[src/rtl/seq_int_control.sv]
// Sequence counter, timing decode and interrupt/device flip-flops of the basic computer.
// Build option SIC_INTERRUPT_EN enables the R (interrupt cycle) and IEN flip-flops.
module seq_int_control (
    input  logic        clk,
    input  logic        rst,
    input  logic [15:0] IR,
    input  logic        start,
    input  logic        in_strobe,
    input  logic        out_done,
    output logic [7:0]  T,
    output logic [7:0]  D,
    output logic [15:0] B,
    output logic        I,
    output logic        R,
    output logic        IEN,
    output logic        FGI,
    output logic        FGO,
    output logic        S,
    output logic        sc_clr
);

    logic [2:0] sc;
    logic       r_exec;
    logic       p_exec;
    logic       int_clr;

    assign T = 8'h01 << sc;
    assign D = 8'h01 << IR[14:12];
    assign B = {4'b0000, IR[11:0]};

    // Register-reference (r) and I/O (p) instructions both finish in T3.
    assign r_exec = D[7] & ~I & T[3];
    assign p_exec = D[7] &  I & T[3];

`ifdef SIC_INTERRUPT_EN
    logic int_set;
    logic r_q;
    logic ien_q;

    // Flags and IEN are the pre-edge register values, so a flag set this cycle
    // is seen by the interrupt request one clock later.
    assign int_set = ~T[0] & ~T[1] & ~T[2] & ien_q & (FGI | FGO);
    assign int_clr = r_q & T[2];

    always_ff @(posedge clk or posedge rst) begin
        if (rst) begin
            r_q   <= 1'b0;
            ien_q <= 1'b0;
        end else begin
            if (int_clr)
                r_q <= 1'b0;
            else if (int_set)
                r_q <= 1'b1;

            if ((p_exec & B[6]) | int_clr)
                ien_q <= 1'b0;
            else if (p_exec & B[7])
                ien_q <= 1'b1;
        end
    end

    assign R   = r_q;
    assign IEN = ien_q;
`else
    assign int_clr = 1'b0;
    assign R       = 1'b0;
    assign IEN     = 1'b0;
`endif

    assign sc_clr = int_clr | r_exec | p_exec
                  | (D[0] & T[5]) | (D[1] & T[5]) | (D[2] & T[5])
                  | (D[3] & T[4]) | (D[4] & T[4])
                  | (D[5] & T[5]) | (D[6] & T[6]);

    always_ff @(posedge clk or posedge rst) begin
        if (rst)
            sc <= 3'd0;
        else if (sc_clr)
            sc <= 3'd0;
        else if (S)
            sc <= sc + 3'd1;
    end

    // I is not reloaded during the interrupt cycle so the interrupted state is kept.
    always_ff @(posedge clk or posedge rst) begin
        if (rst) begin
            I   <= 1'b0;
            S   <= 1'b1;
            FGI <= 1'b0;
            FGO <= 1'b1;
        end else begin
            if (~R & T[2])
                I <= IR[15];

            if (start)
                S <= 1'b1;
            else if (r_exec & B[0])
                S <= 1'b0;

            if (in_strobe)
                FGI <= 1'b1;
            else if (p_exec & B[11])
                FGI <= 1'b0;

            if (out_done)
                FGO <= 1'b1;
            else if (p_exec & B[10])
                FGO <= 1'b0;
        end
    end

endmodule
[config.mk]
export PLATFORM = sky130hd
export DESIGN_NAME = seq_int_control
export DESIGN_NICKNAME = d
export VERILOG_FILES = /design/src/rtl/seq_int_control.sv
export SDC_FILE = /design/constraint.sdc
export NUM_CORES = 1
export LEC_CHECK = 0
export ABC_AREA = 1
export BUFFER_PORTS_ARGS = -buffer_cell sky130_fd_sc_hd__buf_2
export CAP_MARGIN = 30
export CORE_UTILIZATION = 37
export CTS_BUF_LIST = sky130_fd_sc_hd__clkbuf_8 sky130_fd_sc_hd__clkbuf_16
export DETAILED_ROUTE_END_ITERATION = 8
export PLACE_DENSITY = 0.78
export SLEW_MARGIN = 40
export SYNTH_ARGS = -nofsm -noshare
export SYNTH_HDL_FRONTEND = slang
export SYNTH_SLANG_ARGS = --single-unit
[constraint.sdc]
create_clock -name clk -period 1.4 [get_ports clk]
set_input_delay 0.07 -clock clk [delete_from_list [all_inputs] [get_ports clk]]
set_output_delay 0.07 -clock clk [all_outputs]
set_load 0.1 [all_outputs]
# Yosys cells after proc, flatten, opt, wreduce, memory -nomap -nowiden

Cells that the tools add are included.

Shift operators: 2
Multipliers: 0
Order comparisons: 0
Add/sub/neg operators: 1
Reduce and logical (&&, ||, !) cells: 4
Muxes and demuxes: 8
Eq/ne operators: 0
Div/mod/pow operators: 0
Bitwise logic cells: 23

Operators with widths:

| cell                                             | number |
|---|---|
| left shift 1 x 3 -> 8 bit (first input constant) | 2 |
| AND 1 bit                                        | 14 |
| OR 1 bit                                         | 8 |
| nonzero test 2 bit                               | 4 |
| 2-to-1 mux 1 bit                                 | 6 |
| 2-to-1 mux 3 bit                                 | 2 |
| adder 3 x 1 -> 3 bit (second input constant)     | 1 |
| inverter 1 bit                                   | 1 |

Latch bits: 0
Memories: 0
Bits in writable memories: 0
Register bits after elaboration: 7
Bits in read-only memories: 0
Word-level logic and storage cells: 43
Output and inout bits: 39

# Logic depth before layout (Yosys ltp)

Gate-level depths: netlist of the first run.

Depth after elaboration: 12
Depth in mapped cells: 7
Gate-level depth less buffers: 7

# Least setup slack after synthesis of the first run

No wires, ideal clock.

Path kind: reg-to-output
Start point: register sc[0]
End point: output sc_clr
Path buffers: 0
Stages on the path, launching flop included: 5
Arrival time: 2.373 ns
Setup slack: -1.043 ns
Cell sequence: dfrtp_1 -> ha_1 -> ha_1 -> nand2_2 -> nand4_1

Word-level cells in the longest chain between the ends: 10

RTL lines:

| element                      | line   | text |
|---|---|---|
| start, declared              | 22     | `logic [2:0] sc;` |
| start signal, assigned       | 81     | `sc <= sc + 3'd1;` |
| left shift 1 x 3 -> 8 bit *  | 27     | `assign T = 8'h01 << sc;` |
| named net T[3]               | 10     | `output logic [7:0] T,` |
| AND 1 bit (on tied branches) | 32, 33 |  |
| OR 1 bit *                   | 70     | `assign sc_clr = int_clr \| r_exec \| p_exec` |
| OR 1 bit * (3 in series)     | 71     | `\| (D[0] & T[5]) \| (D[1] & T[5]) \| (D[2] & T[5])` |
| OR 1 bit * (2 in series)     | 72     | `\| (D[3] & T[4]) \| (D[4] & T[4])` |
| OR 1 bit * (2 in series)     | 73     | `\| (D[5] & T[5]) \| (D[6] & T[6]);` |
| end, declared                | 19     | `output logic sc_clr` |

The timed path passes the listed nets; every way through them passes the cells marked *.

# Worst setup path after layout of the first run

Start point: register sc[1]
End point: output sc_clr

Word-level cells in the longest chain between the ends: 10

RTL lines:

| element                      | line |
|---|---|
| left shift 1 x 3 -> 8 bit *  | 27 |
| AND 1 bit (on tied branches) | 32, 33 |
| OR 1 bit                     | 70 |
| OR 1 bit (3 in series)       | 71 |
| OR 1 bit (2 in series)       | 72 |
| OR 1 bit                     | 73 |
| OR 1 bit *                   | 73 |

Every way passes the cells marked *; elsewhere a longest branch is shown, timed or not.

==> results.md, run 1 <==
* Status: finished with violations
* Violated checks: negative setup slack
* Met2 Usage GRT at 30.3%
* Post-synthesis mux area share at 0%
* Worst VDD drop at 1.33 mV
* Root buf cell: clkbuf_8
* Yosys warns at 0
* Fmax at 650 MHz
* 1st-iter DRT viols at 9
* Io pins at 60
* Cell repeated most along the worst path: inv_2
* Crit path launch: sc[1]
* Unrepaired setup endpoints after global routing: yes
* Crit-path cells: inv_2 > ha_4 > nand2_1 > inv_2 > nand3_2 > nand4_1 > buf_12
* Largest net degree at the start of global routing at 9
* Antenna violations before repair at 0
* Register bit total from synthesis at 7
* FP Rows at 15
* Die W at 45.6 um
* DP HPWL at 1320 um
* Tcrit/Tclk final at 110%
* Met1 Usage GRT at 17.2%
* Gr busiest metal: met2
* Syn-to-layout area delta at 65.7%
* WP data arrival at 1.47 ns
* Setup violations, final at 4
* Max cap viols at 0
* Total global-route track usage at 15.8%
* Post-DRT Antenna Nets at 0
* H-tree depth at 1
* Area leader, netlist: buf_4
* Clk pwr share at 8.9%
* Dominant cell by count in the synthesized netlist: buf_4
* Final GP Congestion at 0.817
* Mapped Cells at 94
* Required @ worst endpoint at 1.33 ns
* Diodes inserted at 0
* Drc violations at 0
* Crit Path Category: flip-flop to output pin
* Mapped Avg Cell Area at 7.48 um^2
* Combinational power share at 78.2%
* Clk sinks at 7
* Internal at 1.21 mW
* Reg power frac at 12.9%
* Clk_skew at 0.00274 ns
* Global-route wire length before repair at 2370 um
* Post-synthesis async set-or-reset flop share at 100%
* CP bufs+invs at 3
* CTS tree: done
* Hold_ws at 0.0349 ns
* Fin. Hold Viols at 0
* Compound-gate portion of the synthesized area at 5.34%
* Vias in the first global route at 586
* Synth Cell Area at 703 um^2
* Final core utilization at 66.7%
* Most area-consuming cells after synthesis: buf_4 19%, dfrtp_1 18%, ha_1 11%, dfstp_2 7.5%, inv_1 6.4%
* Yosys top cell area share at 19.2%
* Post-synthesis sequential area ratio at 25.3%
* Via density at 4.43
* Slowest stage delay, CP at 0.42 ns
* # port buffers at 35
* Core area at 1750 um^2
* List of most frequent post-synthesis cells: 18 x buf_4, 12 x inv_1, 11 x nand2_1
* Critical path's top delay family: flip-flops
* DIE AREA at 2080 um^2
* Initial Util at 40.3%
* Crit-path slowest cell: dfrtp_1
* Min-delay worst type: input port to flip-flop
* Post-Synth Simple-Gate Area at 27.4%
* Clock buffer depth at 2
* Clock-pin slew on the worst setup and hold paths at 0.04 ns
* NetSw at 1.68 mW
* Grt ovf at 0
* Clk_lat worst skew at 0.22 ns
* Synth Area in Adders at 10.7%
* Synth cell types at 23
* Post-synth EDFFs at 0
* Post-synthesis xor/xnor area fraction at 1.25%
* Drt total wl at 1640 um
* Largest family of logic cells by synthesized area: buffers and inverters
* Crit end category: output pin
* Final #Nets at 155
* Crit start category: flip-flop
* Layout cells sized above 1 at 62.2%
* Worst Path Max Fanout at 3
* Pwr dens at 2480 nW/um^2
* Total CTS buffers at 3
* Vias at 673
* Main synth FF type: dfrtp_1
* RR Startpoint: sc[1]
* Sw frac at 58.0%
* Hold path startpoint: in_strobe
* Setup ws final at -0.139 ns
* Slew Viols, Final at 0
* M3 GR Usage at 1.98%
* Final Critical Period at 1.54 ns
* Routed wire per std cell at 10.8 um
* Die H at 45.6 um
* Drt pass-1 iters at 4
* Leak pwr at 0.612 nW
[cell type report]
class	instances	area [um^2]
fillers	147	581
inverters	18	70.1
clock inverters	1	3.75
flip-flops and latches	7	179
clock buffers	3	41.3
well taps	25	31.3
multi-input cells	55	452
repair buffers	43	388
[flip-flops by register name, indices dropped and copies added (netlist names)]
signal,count
I,1
FGO,1
S,1
FGI,1
sc,3
[cells in the final DEF, fill, tap and decap left out, types with 4 or more instances in the layout]
cell	instances
conb_1	6
dfrtp_1	4
buf_12	10
ha_4	4
inv_1	10
buf_2	25
buf_4	7
nand2_2	5
nor2_1	6
inv_2	8
nor3_4	4
nand2_1	9
[layer usage]
layer | routed length, um | vias up
li1 | - | 330
met3 | 111 | 0
met1 | 576 | 311
met5 | 0 | -
met2 | 955 | 32
met4 | 0 | 0
[per-stage QoR]
| step | instance area (um^2) | instances | setup slack [ns] | total power [mW] | setup TNS [ns] |
|---|---|---|---|---|---|
| 3_3_place_gp | 1010 | 142 | 0.0768 | 2.38 | 0 |
| 3_5_place_dp | 1010 | 142 | 0.0389 | 2.43 | 0 |
| 5_1_grt | 1160 | 152 | -0.214 | 3.03 | -0.564 |
| 6_report | 1160 | 152 | -0.139 | 2.89 | -0.207 |
| 4_1_cts | 1110 | 150 | -0.111 | 2.78 | -0.125 |
| 2_1_floorplan | 782 | 99 | -0.866 | 1.94 | -3.18 |
[cells by family after synthesis]
group	Yosys count
buffers and inverters	37
AND/OR/NAND/NOR	36
flip-flops	7
AO/OA/AOI/OAI	6
adder cells (fa/ha/maj)	6
XOR/XNOR	1
other	1
[path summary, 6_finish.rpt]
check                              end  slack [ns]  cells past startpoint
worst max-delay path            sc_clr       -0.14                      7
worst min-delay path               FGI        0.03                      2
worst max register to register     FGI        0.05                      5
worst min register to register     FGI        0.47                      1
max in group asynchronous          FGO        0.80                      3
min in group asynchronous        sc[1]        0.33                      3
[worst reg2reg max path: stages (launching register included)]
cell     delay [ns]
dfrtp_1        0.42
ha_2           0.25
ha_4           0.16
buf_4          0.13
nand4_1        0.10
a21o_1         0.17
[what timing repair did]
item / CTS / global route
pin swaps: 4 / 2
hold endpoints to repair: 5 / 0
buffers inserted: 3 / 2
hold buffers: 1 / 0
gates cloned: 0 / 0
endpoints found under the setup margin: 5 / 7
gates resized for setup: 8 / 9
[power groups by stage]
| stage | registers [mW] | logic, mW | clock network [mW] |
|---|---|---|---|
| 2_1_floorplan | 0.446 | 1.49 | 0 |
| 3_3_place_gp | 0.340 | 2.04 | 0 |
| 6_report | 0.372 | 2.26 | 0.259 |
| 3_5_place_dp | 0.345 | 2.08 | 0 |
| 5_1_grt | 0.383 | 2.36 | 0.289 |
| 4_1_cts | 0.347 | 2.17 | 0.268 |
Power figures use the tool's default switching activity.
==> run 2: changes to the inputs <==
==> constraint.sdc (replaced) <==
create_clock -name clk -period 1.6 [get_ports clk]
set_input_delay 0.08 -clock clk [delete_from_list [all_inputs] [get_ports clk]]
set_output_delay 0.08 -clock clk [all_outputs]
set_load 0.1 [all_outputs]
==> run 2 against run 1 <==
Effect of this change:
- clock power shrank 8.5%
- clock-buffer cell count is the same
- cell area shrank 12%
- clock skew shrank 0.0022 ns
- global-route usage shrank 1.6 points
- setup slack gained 0.16 ns
- largest power group unchanged
- hold slack gained 0.0038 ns
- utilization shrank 8.2 points
- non-clock buffer count shrank 4
- power shrank 19%
- highest routed layer unchanged
- the flow now finishes without violations
- sequential power shrank 15%
- critical path depth is the same
==> results.md, run 2 (synthesis results as in run 1) <==
* Slowest stage delay, CP at 0.41 ns
* Post-DRT Antenna Nets at 0
* Critical path's top delay family: buffers and inverters
* Worst VDD drop at 1.16 mV
* Crit-path cells: buf_6 > ha_4 > nand2_4 > clkinvlp_4 > nand3_2 > nand4_1 > buf_12
* Initial Util at 40.3%
* Sw frac at 60.1%
* Vias at 626
* Drt pass-1 iters at 3
* H-tree depth at 1
* Hold_ws at 0.0388 ns
* FP Rows at 15
* Clk pwr share at 10.1%
* Crit start category: flip-flop
* Clk_skew at 0.000535 ns
* Power after layout at 2.36 mW
* Status: complete, no violations
* Hold path startpoint: in_strobe
* Reg2Reg Setup Slack at 0.27 ns
* Internal at 0.941 mW
* CP bufs+invs at 3
* Combinational power share at 76.4%
* # port buffers at 35
* Via density at 4.23
* 1st-iter DRT viols at 6
* DIE AREA at 2080 um^2
* Diodes inserted at 0
* Io pins at 60
* Grt ovf at 0
* Root buf cell: clkbuf_8
* Fmax at 633 MHz
* Die W at 45.6 um
* R2R cell count at 8
* Max cap viols at 0
* Vias in the first global route at 543
* Slew Viols, Final at 0
* Layout cells sized above 1 at 59.3%
* Reg with most FFs: sc
* Min-delay worst type: input port to flip-flop
* Crit Reg-Reg Endpoint: sc[2]
* Antenna violations before repair at 0
* Unrepaired setup endpoints after global routing: yes
* Commonest cells after routing, fill and taps aside: 29 x buf_2, 10 x inv_1, 9 x nand2_1
* Reg power frac at 13.5%
* Die H at 45.6 um
* Required @ worst endpoint at 1.52 ns
* Final #Nets at 151
* Crit path launch: sc[0]
* Drc violations at 0
* Fin. Hold Viols at 0
* Global-route wire length before repair at 2080 um
* Clock buffer depth at 2
* Max reg flops at 3
* Crit end category: output pin
* Routed wire per std cell at 9.66 um
* Final GP Congestion at 0.788
* Total global-route track usage at 14.2%
* Total CTS buffers at 3
* Core area at 1750 um^2
* Pwr dens at 2310 nW/um^2
* RR Startpoint: sc[0]
* Most common cell after layout, fill and taps aside: buf_2
* Crit-path slowest cell: dfrtp_1
* Largest net degree at the start of global routing at 9
* Worst setup endpoint: sc_clr
* CTS tree: done
* Clk sinks at 7
* Final Critical Period at 1.58 ns
* DP HPWL at 1220 um
* Drt total wl at 1430 um
* Setup violations, final at 0
* Crit Path Category: flip-flop to output pin
* WP data arrival at 1.50 ns
* Clk_lat worst skew at 0.22 ns
* Leak pwr at 0.554 nW
* Tcrit/Tclk final at 98.8%
* Clock-pin slew on the worst setup and hold paths at 0.04 ns
* Critical path depth at 7
* Syn-to-layout area delta at 45.4%
* NetSw at 1.42 mW
* Worst Path Max Fanout at 3
## run 2: changes by cell type in the layout (fill, tap and decap cells not counted), sizes merged
cell / previous run / this run
buf: 42 / 38
clkinvlp: 0 / 1
inv: 19 / 18
## run 2: what timing repair did
action / CTS / global route
hold buffers: 1 / 0
gates resized for setup: 5 / 4
setup buffers: 3 / 0
hold endpoints to repair: 5 / 0
endpoints found under the setup margin: 1 / 1
pin swaps: 1 / 1
## run 2: per-stage QoR
step	cell area (um^2)	util (%)	setup WS (ns)	setup TNS, ns	std cells
2_1_floorplan	756	-	-0.792	-3.12	99
3_3_place_gp	912	52.3	0.217	0	140
3_5_place_dp	912	52.3	0.135	0	140
4_1_cts	1010	58.1	-0.00548	-0.00548	148
5_1_grt	1020	58.6	-0.0619	-0.0619	148
6_report	1020	58.6	0.0199	0	148
## run 2: power groups by stage
stage,Combinational [mW],Clock (mW),Sequential (mW)
final,1.80,0.237,0.318
after global routing,1.90,0.254,0.330
after CTS,1.79,0.244,0.310
after detailed placement,1.69,0,0.320
after global placement,1.67,0,0.315
after floorplan,1.31,0,0.404
## run 2: worst reg2reg max path: stages (launching register included)
cell        delay [ns]
dfrtp_1           0.41
buf_6             0.14
ha_4              0.16
nand2_4           0.07
clkinvlp_4        0.08
nand3_2           0.08
buf_4             0.11
nand2_2           0.07
nor3_2            0.15
## run 2: worst min path at each step
stage | endpoint | slack (ns) | depth (start not counted)
finish | FGI | 0.04 | 2
global route | FGI | 0.04 | 2
CTS | FGI | 0.04 | 2
detailed placement | I | 0.02 | 2
global placement | FGI | 0.01 | 2
floorplan | FGI | -0.12 | 1
## run 2: cell type report
class / count / area, um^2
timing repair buffer: 39 / 302
multi-input combinational: 55 / 394
sequential: 7 / 179
inverter: 18 / 71.3
fill: 164 / 723
clock inverter: 1 / 3.75
tap: 25 / 31.3
clock buffer: 3 / 41.3
## run 2: routing by layer
layer / global-route usage (%) / vias to the layer above / wire length, um
li1: - / 322 / -
met3: 1.59 / 0 / 78
met4: 7.88 / 0 / 0
met2: 26.6 / 18 / 770
met1: 15.0 / 286 / 580
met5: 0 / - / 0
==> run 3: changes to the inputs <==
--- a/config.mk
+++ b/config.mk
@@ -12,6 +12,7 @@
 export CTS_BUF_LIST = sky130_fd_sc_hd__clkbuf_8 sky130_fd_sc_hd__clkbuf_16
 export DETAILED_ROUTE_END_ITERATION = 8
 export PLACE_DENSITY = 0.78
+export SETUP_SLACK_MARGIN = 0.05
 export SLEW_MARGIN = 40
 export SYNTH_ARGS = -nofsm -noshare
 export SYNTH_HDL_FRONTEND = slang
==> run 3 against run 2 <==
Effect of this change:
- power increased by 1.8%
- highest routed layer is now met4
- via count is 2.7% higher
- combinational power about the same
- critical endpoint unchanged
- critical path depth is 2 lower
- hold slack about the same
- fmax shrank 0.34%
- sequential power is 7.5% higher
- sequential cell count did not move
- largest power group unchanged
==> results.md, run 3 (synthesis results as in run 1) <==
* Tcrit/Tclk final at 99.1%
* Vias in the first global route at 569
* Worst Path Max Fanout at 4
* Fin. Hold Viols at 0
* CTS tree: done
* M3 GR Usage at 1.19%
* Drt pass-1 iters at 4
* Total CTS buffers at 3
* Met1 Usage GRT at 16.1%
* Fmax at 631 MHz
* DP Cell Count at 140
* Max reg flops at 3
* Via density at 4.32
* Total global-route track usage at 15.9%
* DIE AREA at 2080 um^2
* Slew Viols, Final at 0
* Leak pwr at 0.562 nW
* WP data arrival at 1.51 ns
* Crit end category: output pin
* Max cap viols at 0
* Routed wire per std cell at 10.6 um
* Final Critical Period at 1.59 ns
* Root buf cell: clkbuf_8
* Setup TNS at 0 ns
* Diodes inserted at 0
* Crit Path Category: flip-flop to output pin
* Required @ worst endpoint at 1.52 ns
* Gr busiest metal: met2
* # fillers at 154
* Post-DRT Antenna Nets at 0
* Worst VDD drop at 1.36 mV
* Io pins at 60
* Finished Cell Area at 1050 um^2
* Reg with most FFs: sc
* Setup ws final at 0.0146 ns
* FP Rows at 15
* Global-route wire length before repair at 2330 um
* Die W at 45.6 um
* Syn-to-layout area delta at 50.0%
* Final #Nets at 152
* Largest net degree at the start of global routing at 9
* Clk sinks at 7
* Clk_skew at 0.00267 ns
* Commonest cells after routing, fill and taps aside: 27 x buf_2, 10 x inv_1, 9 x nand2_1
* DP HPWL at 1240 um
* # port buffers at 35
* Vias at 643
* Pre-CTS WS at 0.181 ns
* Crit start category: flip-flop
* Initial Util at 40.3%
* Hold_ws at 0.0386 ns
* Final GP Congestion at 0.794
* Clock buffer depth at 2
* Clk_lat worst skew at 0.22 ns
* Core area at 1750 um^2
* Grt ovf at 0
* Min-delay worst type: input port to flip-flop
* Drc violations at 0
* 1st-iter DRT viols at 8
* Pwr dens at 2270 nW/um^2
* Layout cells sized above 1 at 60.5%
* Status: complete, no violations
* Non-Filler Instances at 149
* Met2 Usage GRT at 30.6%
* Die H at 45.6 um
* H-tree depth at 1
* Drt total wl at 1580 um
* Most common cell after layout, fill and taps aside: buf_2
* Clock-pin slew on the worst setup and hold paths at 0.04 ns
* Post-Place Cell Area at 937 um^2
* Unrepaired setup endpoints after global routing: yes
* Antenna violations before repair at 0
* Setup violations, final at 0
## run 3: final timing paths
kind	to	slack [ns]	startpoint	cells after the start
hold / removal	FGO	0.04	out_done	2
min in group asynchronous	I	0.36	rst	3
setup / recovery	sc_clr	0.01	sc[0]	5
hold reg to reg	FGI	0.50	FGI	1
max in group asynchronous	FGO	0.97	rst	3
setup reg to reg	sc[2]	0.29	sc[0]	5
## run 3: layout make-up
type | instances | area [um^2] | share of cell area [%]
Inverter | 18 | 71.3 | 6.76
Clock inverter | 1 | 3.75 | 0.356
Tap cell | 25 | 31.3 | 2.97
Clock buffer | 3 | 41.3 | 3.91
Timing Repair Buffer | 40 | 323 | 30.6
Multi-Input combinational cell | 55 | 404 | 38.3
Sequential cell | 7 | 180 | 17.1
## run 3: per-layer routing
layer | wire (um) | vias to the layer above
li1 | - | 326
met1 | 613 | 284
met2 | 850 | 31
met3 | 105 | 2
met4 | 8 | 0
met5 | 0 | -
## run 3: where the power goes
part / total, mW / leakage (nW) / switching [mW] / internal [mW]
clock: 0.237 / 0.0269 / 0.0712 / 0.165
sequential: 0.342 / 0.0759 / 0.102 / 0.240
combinational: 1.82 / 0.459 / 1.26 / 0.565
## run 3: what timing repair did
item | CTS | global route
pin swaps | 2 | 1
endpoints found under the hold margin | 5 | 0
gates cloned | 0 | 0
gates resized for setup | 7 | 3
endpoints found under the setup margin | 1 | 3
buffers inserted | 3 | 1
hold buffers | 1 | 0
## run 3: worst max-delay path, cell delays in order (launching register included)
cell     delay, ns
dfrtp_2       0.45
ha_4          0.19
ha_4          0.17
nand2_2       0.10
nand4_1       0.16
buf_12        0.21
## run 3: metrics by stage
stage | utilization (%) | total power [mW]
after floorplan | - | 1.74
after global routing | 60.4 | 2.52
after detailed placement | 53.7 | 2.06
after CTS | 59.3 | 2.39
final | 60.4 | 2.40
after global placement | 53.7 | 2.04
